File: src/rtl/uart_pkg.sv
`default_nettype none
// ============================================================================
// Module   : uart_pkg
// Brief    : Shared defaults and divisor types for the UART baud generator.
// Revision : 1.0 - initial release
// ============================================================================
package uart_pkg;

  localparam int DEF_DIV_INT    = 5;
  localparam int DEF_DIV_FRAC   = 0;
  localparam int OVERSAMPLE_DEF = 8;
  localparam int DIV_W_DEF      = 16;
  localparam int FRAC_W_DEF     = 8;

  typedef logic [DIV_W_DEF-1:0]  div_int_t;
  typedef logic [FRAC_W_DEF-1:0] div_frac_t;

  typedef struct packed {
    div_int_t  d_int;
    div_frac_t d_frac;
  } divisor_t;

endpackage
`default_nettype wire

File: src/rtl/frac_div_core.sv
`default_nettype none
// ============================================================================
// Module   : frac_div_core
// Brief    : Fractional period counter; emits a registered RX tick per period.
// Revision : 1.0 - initial release
// ============================================================================
module frac_div_core
  import uart_pkg::*;
#(
  parameter int DIV_W  = DIV_W_DEF,
  parameter int FRAC_W = FRAC_W_DEF
) (
  input  logic              clk,
  input  logic              reset_n,
  input  logic              enable,
  input  logic              resync,
  input  logic [DIV_W-1:0]  div_int,
  input  logic [FRAC_W-1:0] div_frac,
  output logic              period_end,
  output logic              tick_rx
);

  logic [DIV_W:0]  r_cnt;
  logic            r_ext;
  logic [FRAC_W-1:0] r_acc;
  logic            r_tick;

  logic [DIV_W:0]  w_int_eff;
  logic [DIV_W:0]  w_period;
  logic [FRAC_W:0] w_acc_sum;

  // Divisors 0 and 1 both collapse to a one-cycle period.
  always_comb begin
    w_int_eff  = (div_int < DIV_W'(2)) ? (DIV_W+1)'(1) : {1'b0, div_int};
    w_period   = w_int_eff + {{DIV_W{1'b0}}, r_ext};
    w_acc_sum  = {1'b0, r_acc} + {1'b0, div_frac};
    // >= rather than == so a divisor shrunk while stopped still ends the period.
    period_end = enable & ~resync & (r_cnt >= w_period);
  end

  always_ff @(posedge clk or negedge reset_n) begin
    if (!reset_n) begin
      r_cnt  <= (DIV_W+1)'(1);
      r_ext  <= 1'b0;
      r_acc  <= '0;
      r_tick <= 1'b0;
    end else if (resync) begin
      r_cnt  <= (DIV_W+1)'(1);
      r_ext  <= 1'b0;
      r_acc  <= '0;
      r_tick <= 1'b0;
    end else if (!enable) begin
      r_tick <= 1'b0;
    end else if (period_end) begin
      r_cnt  <= (DIV_W+1)'(1);
      r_acc  <= w_acc_sum[FRAC_W-1:0];
      r_ext  <= w_acc_sum[FRAC_W];
      r_tick <= 1'b1;
    end else begin
      r_cnt  <= r_cnt + (DIV_W+1)'(1);
      r_tick <= 1'b0;
    end
  end

  assign tick_rx = r_tick;

endmodule
`default_nettype wire

File: src/rtl/baud_gen_frac.sv
`default_nettype none
// ============================================================================
// Module   : baud_gen_frac
// Brief    : Fractional UART baud generator with oversampled RX and bit-rate TX ticks.
// Revision : 1.0 - initial release
// ============================================================================
module baud_gen_frac
  import uart_pkg::*;
#(
  parameter int DIV_W      = DIV_W_DEF,
  parameter int FRAC_W     = FRAC_W_DEF,
  parameter int OVERSAMPLE = OVERSAMPLE_DEF
) (
  input  logic                          clk,
  input  logic                          reset_n,
  input  logic                          enable,
  input  logic [DIV_W-1:0]              div_int,
  input  logic [FRAC_W-1:0]             div_frac,
  input  logic                          div_load,
  input  logic                          resync,
  output logic                          baud_tick_rx,
  output logic                          baud_tick_tx,
  output logic [$clog2(OVERSAMPLE)-1:0] os_phase
);

  localparam int OS_W = $clog2(OVERSAMPLE);
  localparam logic [OS_W-1:0] c_os_last = OS_W'(OVERSAMPLE - 1);

  logic [DIV_W-1:0]  r_sh_int;
  logic [FRAC_W-1:0] r_sh_frac;
  logic [DIV_W-1:0]  r_act_int;
  logic [FRAC_W-1:0] r_act_frac;
  logic              r_pend;
  logic [OS_W-1:0]   r_os;
  logic              r_tx;

  logic              w_period_end;
  logic              w_xfer;
  logic [OS_W-1:0]   w_os_next;

  // A pending divisor only swaps in at a period boundary, or at once when stopped.
  always_comb begin
    w_xfer    = r_pend & (w_period_end | ~enable);
    w_os_next = (r_os == c_os_last) ? '0 : r_os + OS_W'(1);
  end

  always_ff @(posedge clk or negedge reset_n) begin
    if (!reset_n) begin
      r_sh_int   <= DIV_W'(DEF_DIV_INT);
      r_sh_frac  <= FRAC_W'(DEF_DIV_FRAC);
      r_act_int  <= DIV_W'(DEF_DIV_INT);
      r_act_frac <= FRAC_W'(DEF_DIV_FRAC);
      r_pend     <= 1'b0;
    end else begin
      if (div_load) begin
        r_sh_int  <= div_int;
        r_sh_frac <= div_frac;
      end
      if (resync && div_load) begin
        r_act_int  <= div_int;
        r_act_frac <= div_frac;
        r_pend     <= 1'b0;
      end else begin
        if (w_xfer) begin
          r_act_int  <= r_sh_int;
          r_act_frac <= r_sh_frac;
        end
        r_pend <= div_load | (r_pend & ~w_xfer);
      end
    end
  end

  frac_div_core #(
    .DIV_W  (DIV_W),
    .FRAC_W (FRAC_W)
  ) u_core (
    .clk        (clk),
    .reset_n    (reset_n),
    .enable     (enable),
    .resync     (resync),
    .div_int    (r_act_int),
    .div_frac   (r_act_frac),
    .period_end (w_period_end),
    .tick_rx    (baud_tick_rx)
  );

  always_ff @(posedge clk or negedge reset_n) begin
    if (!reset_n) begin
      r_os <= '0;
      r_tx <= 1'b0;
    end else if (resync) begin
      r_os <= '0;
      r_tx <= 1'b0;
    end else if (w_period_end) begin
      r_os <= w_os_next;
      r_tx <= (w_os_next == c_os_last);
    end else begin
      r_tx <= 1'b0;
    end
  end

  assign baud_tick_tx = r_tx;
  assign os_phase     = r_os;

endmodule
`default_nettype wire

File: config.mk
export PLATFORM = sky130hd
export DESIGN_NAME = baud_gen_frac
export DESIGN_NICKNAME = d
export VERILOG_FILES = /design/src/rtl/uart_pkg.sv /design/src/rtl/frac_div_core.sv /design/src/rtl/baud_gen_frac.sv
export SDC_FILE = /design/constraint.sdc
export NUM_CORES = 1
export LEC_CHECK = 0
export BUFFER_PORTS_ARGS = -buffer_cell sky130_fd_sc_hd__buf_2
export CAP_MARGIN = 0
export CORE_MARGIN = 1.5
export CORE_UTILIZATION = 62
export CTS_CLUSTER_SIZE = 10
export DETAILED_ROUTE_END_ITERATION = 7
export HOLD_SLACK_MARGIN = 0.02
export PLACE_DENSITY = 0.8
export SKIP_CTS_REPAIR_TIMING = 1
export SYNTH_ARGS = -nofsm -noshare
export SYNTH_HDL_FRONTEND = slang
export SYNTH_SLANG_ARGS = --single-unit
export TNS_END_PERCENT = 10
File: constraint.sdc
create_clock -name clk -period 6.36 [get_ports clk]
set_input_delay 0.954 -clock clk [delete_from_list [all_inputs] [get_ports clk]]
set_output_delay 0.954 -clock clk [all_outputs]
set_load 0.01 [all_outputs]
; Yosys cells after proc, flatten, opt, wreduce, memory -nomap -nowiden
; Index checks and enable logic that the tools add are counted.
; Widths: inputs -> output; s select.
[word_totals]
out_inout_bits = 5
regBits = 80
input_bits = 29
elab_cells = 56
[classes]
magnitude_cmp = 2
addsub = 4
eq_ne = 2
bitwise_logic = 9
reduce_logical = 5
mux = 23
[ops]
columns = cell, n
row1 = $mux 17, 3
row2 = $mux 16, 3
row3 = $mux 8, 5
row4 = $add 17x1->17, 1
row5 = $add 17x1->17 const B, 1
row6 = $ge 17x17->1, 1
row7 = $lt 16x2->1 const B, 1
row8 = $add 8x8->9, 1
row9 = $mux 1, 9
row10 = $mux 3, 3
row11 = $eq 3x3->1 const B, 2
row12 = $reduce_bool 2->1, 3
row13 = $and 1x1->1, 4
row14 = $add 3x1->3 const B, 1
row15 = $not 1->1, 3
row16 = $or 1x1->1, 2
row17 = $reduce_and 2->1, 1
row18 = $logic_and 1x1->1, 1

; Logic depth before layout (Yosys ltp)
; Gate-level depths: netlist of the first run.
[depth]
word_depth = 11
mapped_depth = 18
ltp_nobuf = 16

; By module
; Synthesis of the first run repeated with hierarchy kept, for this count alone.
[hier_totals]
cells_unflattened = 401
hier_area_um2 = 4759.6
[by_module_without_submodules]
columns = mod, seq_area_each_um2, n_inst, cells_per_inst, area_per_inst_um2
row1 = baud_gen_frac, 1331.3, 1, 151, 2499.9
row2 = frac_div_core, 676.9, 1, 250, 2259.7

; Least setup slack after synthesis of the first run
; OpenSTA, ideal clock, no wires.
[synth_timing]
path_type = register -> register
startpoint = register r_act_int[2]
endpoint = register u_core.r_acc[0]
path_stages_with_launch = 18
n_path_buf = 3
required_time_ns = 6.233
synth_period_minus_slack_ns = 3.633
arrival_time_ns = 3.506
setup_slack_ns = 2.727
setup_ns = 0.127
cell_sequence = dfstp_2 > clkbuf_1 > nor3_1 > a41o_1 > ha_1 > ha_1 > and3_1 > and3_1 > nand4_1 > xor2_1 > ha_1 > nand2_1 > nor3_1 > o41a_1 > buf_6 > o21ai_4 > buf_6 > mux2_1
[synth_between]
elab_chain_cells = 7
[synth_rtl]
columns = item, line
row1 = from (decl), baud_gen_frac.sv:31  ; logic [DIV_W-1:0] r_act_int;
row2 = from (signal assigned), baud_gen_frac.sv:51  ; r_act_int <= DIV_W'(DEF_DIV_INT);
row3 = from (signal assigned), baud_gen_frac.sv:60  ; r_act_int <= div_int;
row4 = from (signal assigned), baud_gen_frac.sv:65  ; r_act_int <= r_sh_int;
row5 = $lt 16x2->1, frac_div_core.sv:34  ; w_int_eff = (div_int < DIV_W'(2)) ? (DIV_W+1)'(1) : {1'b0, div_int};
row6 = $mux 16 *, frac_div_core.sv:34
row7 = $add 17x1->17 *, frac_div_core.sv:35  ; w_period = w_int_eff + {{DIV_W{1'b0}}, r_ext};
row8 = $ge 17x17->1 *, frac_div_core.sv:38  ; period_end = enable & ~resync & (r_cnt >= w_period);
row9 = $and 1x1->1 *, frac_div_core.sv:38
row10 = $reduce_bool 2->1 (no source line) *, --
row11 = $reduce_and 2->1 (no source line) *, --
row12 = to (signal assigned), frac_div_core.sv:56  ; r_acc <= w_acc_sum[FRAC_W-1:0];
row13 = to (decl), frac_div_core.sv:25  ; logic [FRAC_W-1:0] r_acc;
; Every way passes the cells marked *; elsewhere a longest branch is shown, timed or not.
; A chain may end at the register's enable or synchronous reset.

; Final worst setup path of the first run
[layout_timing]
startpoint = register r_act_int[7]
endpoint = register r_act_int[1]
[layout_between]
elab_chain_cells = 8
[layout_rtl]
columns = item, line
row1 = $lt 16x2->1, frac_div_core.sv:34
row2 = $mux 16 *, frac_div_core.sv:34
row3 = $add 17x1->17 *, frac_div_core.sv:35
row4 = $ge 17x17->1 *, frac_div_core.sv:38
row5 = $and 1x1->1 *, frac_div_core.sv:38
row6 = $or 1x1->1 *, baud_gen_frac.sv:43  ; w_xfer = r_pend & (w_period_end | ~enable);
row7 = $and 1x1->1 *, baud_gen_frac.sv:43
row8 = $reduce_bool 2->1 (no source line) *, --
; Marked as above.

==> results of run 1 <==
worst max-delay path by stage:
stage | from | endpoint | slack (ns) | cells past startpoint
after global placement | r_act_int[12]$_DFFE_PN0P_ | u_core.r_acc[0]$_DFFE_PN0P_ | 2.05 | 15
after detailed placement | r_act_int[9]$_DFFE_PN0P_ | u_core.r_acc[0]$_DFFE_PN0P_ | 1.92 | 15
after global routing | r_act_int[6]$_DFFE_PN0P_ | r_act_int[1]$_DFFE_PN0P_ | 1.47 | 15
after floorplan | r_act_int[2]$_DFFE_PN1P_ | u_core.r_acc[0]$_DFFE_PN0P_ | 2.73 | 17
final | r_act_int[7]$_DFFE_PN0P_ | r_act_int[1]$_DFFE_PN0P_ | 1.81 | 15
after CTS | r_act_int[9]$_DFFE_PN0P_ | r_act_frac[2]$_DFFE_PN0P_ | 1.89 | 15
logic make-up (layout without fill, tap and decap cells):
group / count (synthesis) / after routing / share of synthesized area
muxes: 30 / 30 / 0.0675
xor gates and xnor gates: 32 / 32 / 0.0564
AOI/OAI and AO/OA: 89 / 89 / 0.137
and+or+nand+nor: 188 / 188 / 0.205
buffers and inverters: 55 / 67 / 0.0471
adders and majority gates: 32 / 32 / 0.0821
DFF: 80 / 80 / 0.404
flip-flops by register name (all words and copies together), names as in the netlist:
register	flops
r_sh_int	16
u_core.tick_rx	1
r_pend	1
baud_tick_tx	1
r_act_frac	8
r_act_int	16
os_phase	3
u_core.r_acc	8
u_core.r_cnt	17
r_sh_frac	8
u_core.r_ext	1
layout make-up:
cell class,count,share of cell area
Inverter,16,0.0114
Clock inverter,7,0.0102
Timing Repair Buffer,35,0.0346
Multi-Input combinational cell,371,0.516
Clock buffer,9,0.0234
Sequential cell,80,0.380
Tap cell,102,0.0241
cells in the final DEF, fill, tap and decap left out, drive strengths merged, types with 3 or more instances in the layout:
cell / count
nor2b: 8
dfrtp: 75
xor2: 22
mux2: 28
and3: 33
a31oi: 6
clkbuf: 9
dfstp: 5
ha: 31
o2111ai: 24
o32ai: 5
inv: 19
nand3: 43
buf: 35
clkinvlp: 3
and4: 3
and2: 3
a211oi: 3
nor2: 21
nor4: 4
nand2: 19
a21oi: 32
xnor2: 10
o21ai: 4
nand4: 31
nor3: 17
routing by layer:
layer  wire, µm  GRT usage  vias up  share of wire
li1           -          -     1909              -
met1       4980      0.385     1994           0.44
met2       5640      0.459      134           0.49
met3        613     0.0378       13          0.054
met4        161     0.0987        0          0.014
met5          0          0        -              0
report_power, final:
group	internal, µW	switching [µW]
Clock	145	208
Combinational	110	130
Sequential	563	64.2
Total	819	402
through the flow:
step	area (µm²)	std cells
floorplan	4970	506
global placement	5110	604
detailed placement	5110	604
CTS	5290	620
global route	5290	620
finish	5290	620
tightest hold or removal path, delay by kind of cell (launching register included):
kind,cells,cell delay (ns)
AO/OA/AOI/OAI,1,0.06
flip-flops,1,0.38
AND/OR/NAND/NOR,1,0.07
==> flow_summary.yaml, run 1 <==
status:
  status: "complete, no violations"
pwr:
  power.density_nw_per_um2: 231
  vdd_ir_drop_max_uv: 132
  finalPower_uw: 1220
  p_leak_uw: 0.00234
logic_synthesis:
  yosys.area.top_type: "dfrtp_1"
  synth_nets: 567
  synth_most_common_cell: "dfrtp_1"
  async_flop_share: 1.00
  syn_area_per_cell_um2: 9.82
  ys_types: 53
  netlist_area_um2: 4970
  ys_ff_latch: 80
  synth_top_area_frac: 0.378
  syn_inst: 506
  synthTopCellsByCount: "75 x dfrtp_1, 43 x nand3_1, 32 x a21oi_1, 32 x and3_1"
  yosys-top-cells-area: "dfrtp_1 38%, ha_1 7.8%, mux2_2 5.9%, nand3_1 4.3%, o2111ai_1 4.2%"
  synth_edf_count: 0
  synth-warning-count: 0
  synth_ff_type: "dfrtp_1"
  yosysSeqAreaShare: 0.404
floorplan:
  initial_core_util: 0.643
  die_y_um: 92.5
  placementRows: 32
  placeableCoreArea_um2: 7730
  die_area_um2: 8560
  io_pins: 34
  die_x_um: 92.5
final_layout:
  final_core_util: 0.684
  multi_input_area_um2: 2730
  final_nets: 574
  n_fill_cell: 605
  area_delta_synth_final_pct: 6.37
  num_antenna_cells: 0
  final_layout_size_suffix_gt1_frac: 0.189
  seq_area_um2: 2010
sta:
  finalSetupViolations: 0
  timing.fmax_mhz: 220
  rsz0062_at_grt: "false"
  drv_slew: 0
  min_period_over_period: 0.715
  layout_setup_ws_ns: 1.81
  hold_viol: 0
  hold_slack_ns: 0.502
  slew_headroom: 0.242
  skew_ns: 0.0135
  setup_tns_ns: 0
  tightest_slew_ns: 1.13
  fin_crit_ns: 4.55
setup_path:
  crit_family: "simple AND/OR/NAND/NOR gates"
  critPathKind: "reg2reg"
  crit_path_top_delay_cell: "nand3_1"
  cp.arrival_ns: 4.76
  r2r-start: "r_act_int[7]$_DFFE_PN0P_"
  cp_num_buf_inv: 0
  r2r_end: "r_act_int[1]$_DFFE_PN0P_"
  cp_common_cell: "ha_1"
  critPathMaxStageDelay_ns: 0.84
  worstPathCellList: "nor4_1 > a41o_1 > ha_1 > ha_1 > and3_1 > and3_1 > nand2_1 > xor2_1 > ha_1 > o21ai_0 > nor2_1 > o31ai_2 > nand3_1 > o2111ai_1 > nand3_1"
  crit_fanout: 24
  r2r_slack_ns: 1.81
  worst-r2r-cell-count: 15
  end_kind: "flop"
  cp_data_required_time_ns: 6.58
  cp-start-kind: "flop"
global_routing:
  grt_max_degree: 81
  grt_pass1_vias: 3918
  antenna_found_initial: 0
  grt_use_total: 0.281
  grt_pass1_wl_um: 19000
  overflow: 0
clocking:
  cts-root-buf: "clkbuf_8"
  clkSinkCount: 80
  worst_setup_hold_path_clk_slew_ns: 0.10
  ctsLongestPathBuffers: 2
  cts_made_buffers: 9
  clock_latency_ns: 0.36
  h-tree-depth: 3
  cts_tree: "done"
worst_hold_path:
  whs_path_depth: 2
  min_path_type: "reg2reg"
  min_from: "r_sh_int[0]$_DFFE_PN1P_"
  whs_endpoint: "r_act_int[0]$_DFFE_PN1P_"
drt:
  drtIter0Drc: 304
  viasPerCell: 6.53
  routedWlPerCell_um: 18.4
  num_vias: 4050
  first_pass_iters: 5
  routed_wl_um: 11400
  detail-route-antenna-nets: 0
  drc_errors: 0
placed_design:
  dp_hpwl_um: 7420
  gp_congestion: 0.889
  io_buffers: 33
  pre_cts_ws_ns: 1.92
flow_run:
  maxCapViolations: 0
(Power assumes the default switching activity.)
==> run 2, diff against run 1 <==
--- a/config.mk
+++ b/config.mk
@@ -5,10 +5,11 @@
 export SDC_FILE = /design/constraint.sdc
 export NUM_CORES = 1
 export LEC_CHECK = 0
+export ABC_AREA = 1
 export BUFFER_PORTS_ARGS = -buffer_cell sky130_fd_sc_hd__buf_2
 export CAP_MARGIN = 0
 export CORE_MARGIN = 1.5
-export CORE_UTILIZATION = 62
+export CORE_UTILIZATION = 61
 export CTS_CLUSTER_SIZE = 10
 export DETAILED_ROUTE_END_ITERATION = 7
 export HOLD_SLACK_MARGIN = 0.02
==> constraint.sdc (replaced) <==
create_clock -name clk -period 4.7 [get_ports clk]
set_input_delay 0.705 -clock clk [delete_from_list [all_inputs] [get_ports clk]]
set_output_delay 0.705 -clock clk [all_outputs]
set_load 0.01 [all_outputs]
==> run 2 against run 1 <==
Critical path depth grew 11. Setup slack got worse by 1.3 ns. Largest cell class unchanged. Combinational power grew 9.6%. First-iteration DRC count down 50%. Clock-buffer cell count unchanged.
==> flow_summary.yaml, run 2 <==
drt:
  routed_wl_um: 9310
  drc_errors: 0
  first_pass_iters: 4
  viasPerCell: 5.34
  detail-route-antenna-nets: 0
  drtIter0Drc: 153
  num_vias: 3845
  routedWlPerCell_um: 12.9
global_routing:
  antenna_found_initial: 0
  overflow: 0
  grt_pass1_wl_um: 16600
  grt_max_degree: 81
  grt_pass1_vias: 3676
  grt_use_total: 0.250
logic_synthesis:
  synthTopCellsByCount: "158 x nand2_1, 75 x dfrtp_1, 61 x inv_1"
  synth_nets: 651
  async_flop_share: 1.00
  synth_top_area_frac: 0.402
  synth_ff_type: "dfrtp_1"
  synth_edf_count: 0
  yosys-top-cells-area: "dfrtp_1 40%, nand2_1 13%, ha_1 8.3%, inv_1 4.9%, a21oi_1 4.2%"
  yosysSeqAreaShare: 0.431
  syn_inst: 590
  syn_area_per_cell_um2: 7.91
  synth_most_common_cell: "nand2_1"
  synth-warning-count: 0
  netlist_area_um2: 4660
  yosys.area.top_type: "dfrtp_1"
  ys_ff_latch: 80
  ys_types: 33
setup_path:
  endpoint: "r_act_int[5]$_DFFE_PN0P_"
  critPathKind: "reg2reg"
  cp_common_cell: "nand2_1"
  cp_data_required_time_ns: 5.01
  cp.arrival_ns: 4.49
  cp.depth: 26
  crit_path_top_delay_cell: "dfrtp_1"
  r2r_slack_ns: 0.52
  critPathMaxStageDelay_ns: 0.46
  r2r-start: "r_act_int[6]$_DFFE_PN0P_"
  worst-r2r-cell-count: 26
  crit_family: "simple AND/OR/NAND/NOR gates"
  crit_start: "r_act_int[6]$_DFFE_PN0P_"
  cp_num_buf_inv: 1
  cp-start-kind: "flop"
  end_kind: "flop"
  r2r_end: "r_act_int[5]$_DFFE_PN0P_"
  crit_fanout: 16
pwr:
  p_seq_frac: 0.487
  p_int_uw: 1160
  vdd_ir_drop_max_uv: 254
  p_comb_frac: 0.159
  p_switching_uw: 505
  p_sw_frac: 0.304
  power.density_nw_per_um2: 325
  finalPower_uw: 1660
  p_leak_uw: 0.00261
  clock_power_share: 0.355
sta:
  min_period_over_period: 0.890
  drv_slew: 0
  setup_tns_ns: 0
  finalSetupViolations: 0
  rsz0062_at_grt: "false"
  fin_crit_ns: 4.18
  tightest_slew_ns: 0.975
  slew_headroom: 0.350
  hold_viol: 0
  timing.fmax_mhz: 239
  skew_ns: 0.00664
worst_hold_path:
  min_path_type: "in2async"
placed_design:
  dp_hpwl_um: 6740
  gp_congestion: 0.874
  io_buffers: 33
  placed_cell_area_um2: 4880
clocking:
  cts-root-buf: "clkbuf_8"
  cts_tree: "done"
  worst_setup_hold_path_clk_slew_ns: 0.08
  clock_latency_ns: 0.37
  clkSinkCount: 80
  ctsLongestPathBuffers: 2
  h-tree-depth: 3
  cts_made_buffers: 9
final_layout:
  final_common_cell: "nand2_1"
  area_delta_synth_final_pct: 9.50
  stdcell_area_um2: 5110
  seq_area_um2: 2010
  largest_reg_flops: 17
  num_antenna_cells: 0
  final_cell_mix: "157 x nand2_1, 75 x dfrtp_1, 61 x inv_1"
  n_fill_cell: 582
  final_layout_size_suffix_gt1_frac: 0.129
  reg_top3: "u_core.r_cnt x17, r_act_int x16, r_sh_int x16"
  multi_input_area_um2: 2310
  regMostFlops: "u_core.r_cnt"
  final_nets: 677
floorplan:
  placementRows: 31
  die_y_um: 90.4
  placeableCoreArea_um2: 7330
  die_area_um2: 8180
  initial_core_util: 0.636
  die_x_um: 90.4
  io_pins: 34
flow_run:
  maxCapViolations: 0
status:
  status: "complete, no violations"
## run 2: cell count changes after synthesis, sizes merged, moves of 28 or more
cell   before  now
and3       33    0
o21ai       4   34
nor2       21   55
inv        16   64
mux2       28    0
nand2      19  165
## run 2: cell type report
class                      count  area share
clock buffer                   9      0.0243
clock inverter                 7      0.0201
inverter                      65      0.0478
timing repair buffer          36      0.0372
sequential                    80       0.393
tap                           99      0.0243
multi-input combinational    424       0.453
## run 2: per-stage QoR
stage	cells	utilization	hold slack [ns]	worst slack, ns
2_1_floorplan	590	-	0.409	1.23
3_3_place_gp	704	0.666	0.459	0.790
3_5_place_dp	704	0.666	0.466	0.566
4_1_cts	720	0.697	0.489	0.498
5_1_grt	720	0.697	0.520	0.134
6_report	720	0.697	0.480	0.519
## run 2: power by group through the flow
stage / sequential [µW] / combinational, µW / clock [µW]
after global routing: 817 / 309 / 625
after detailed placement: 821 / 264 / 0
after floorplan: 804 / 196 / 0
after global placement: 818 / 249 / 0
final: 808 / 263 / 589
after CTS: 807 / 266 / 596
## run 2: worst min-delay path by stage
stage	endpoint	slack, ns	cells past startpoint
floorplan	baud_tick_tx$_DFF_PN0_	0.41	0
global placement	u_core.r_acc[0]$_DFFE_PN0P_	0.46	2
detailed placement	u_core.r_acc[0]$_DFFE_PN0P_	0.47	2
CTS	u_core.r_acc[0]$_DFFE_PN0P_	0.49	2
global route	r_sh_int[0]$_DFFE_PN1P_	0.52	2
finish	u_core.r_cnt[9]$_DFFE_PN0P_	0.48	1
## run 2: cells by family (layout without fill, tap and decap cells)
logic type | count (synthesis) | after routing | synth area share
buf+inv | 86 | 117 | 0.0738
xor+xnor | 28 | 28 | 0.0526
compound gates | 80 | 80 | 0.0901
flops | 80 | 80 | 0.431
fa+ha+maj | 32 | 32 | 0.0874
simple gates | 284 | 284 | 0.266
## run 2: per-layer routing
metal,track usage,up-vias,wire length (µm)
li1,-,1943,-
met1,0.351,1824,4560
met2,0.394,66,4240
met3,0.0396,12,341
met4,0.0926,0,170
met5,0,-,0
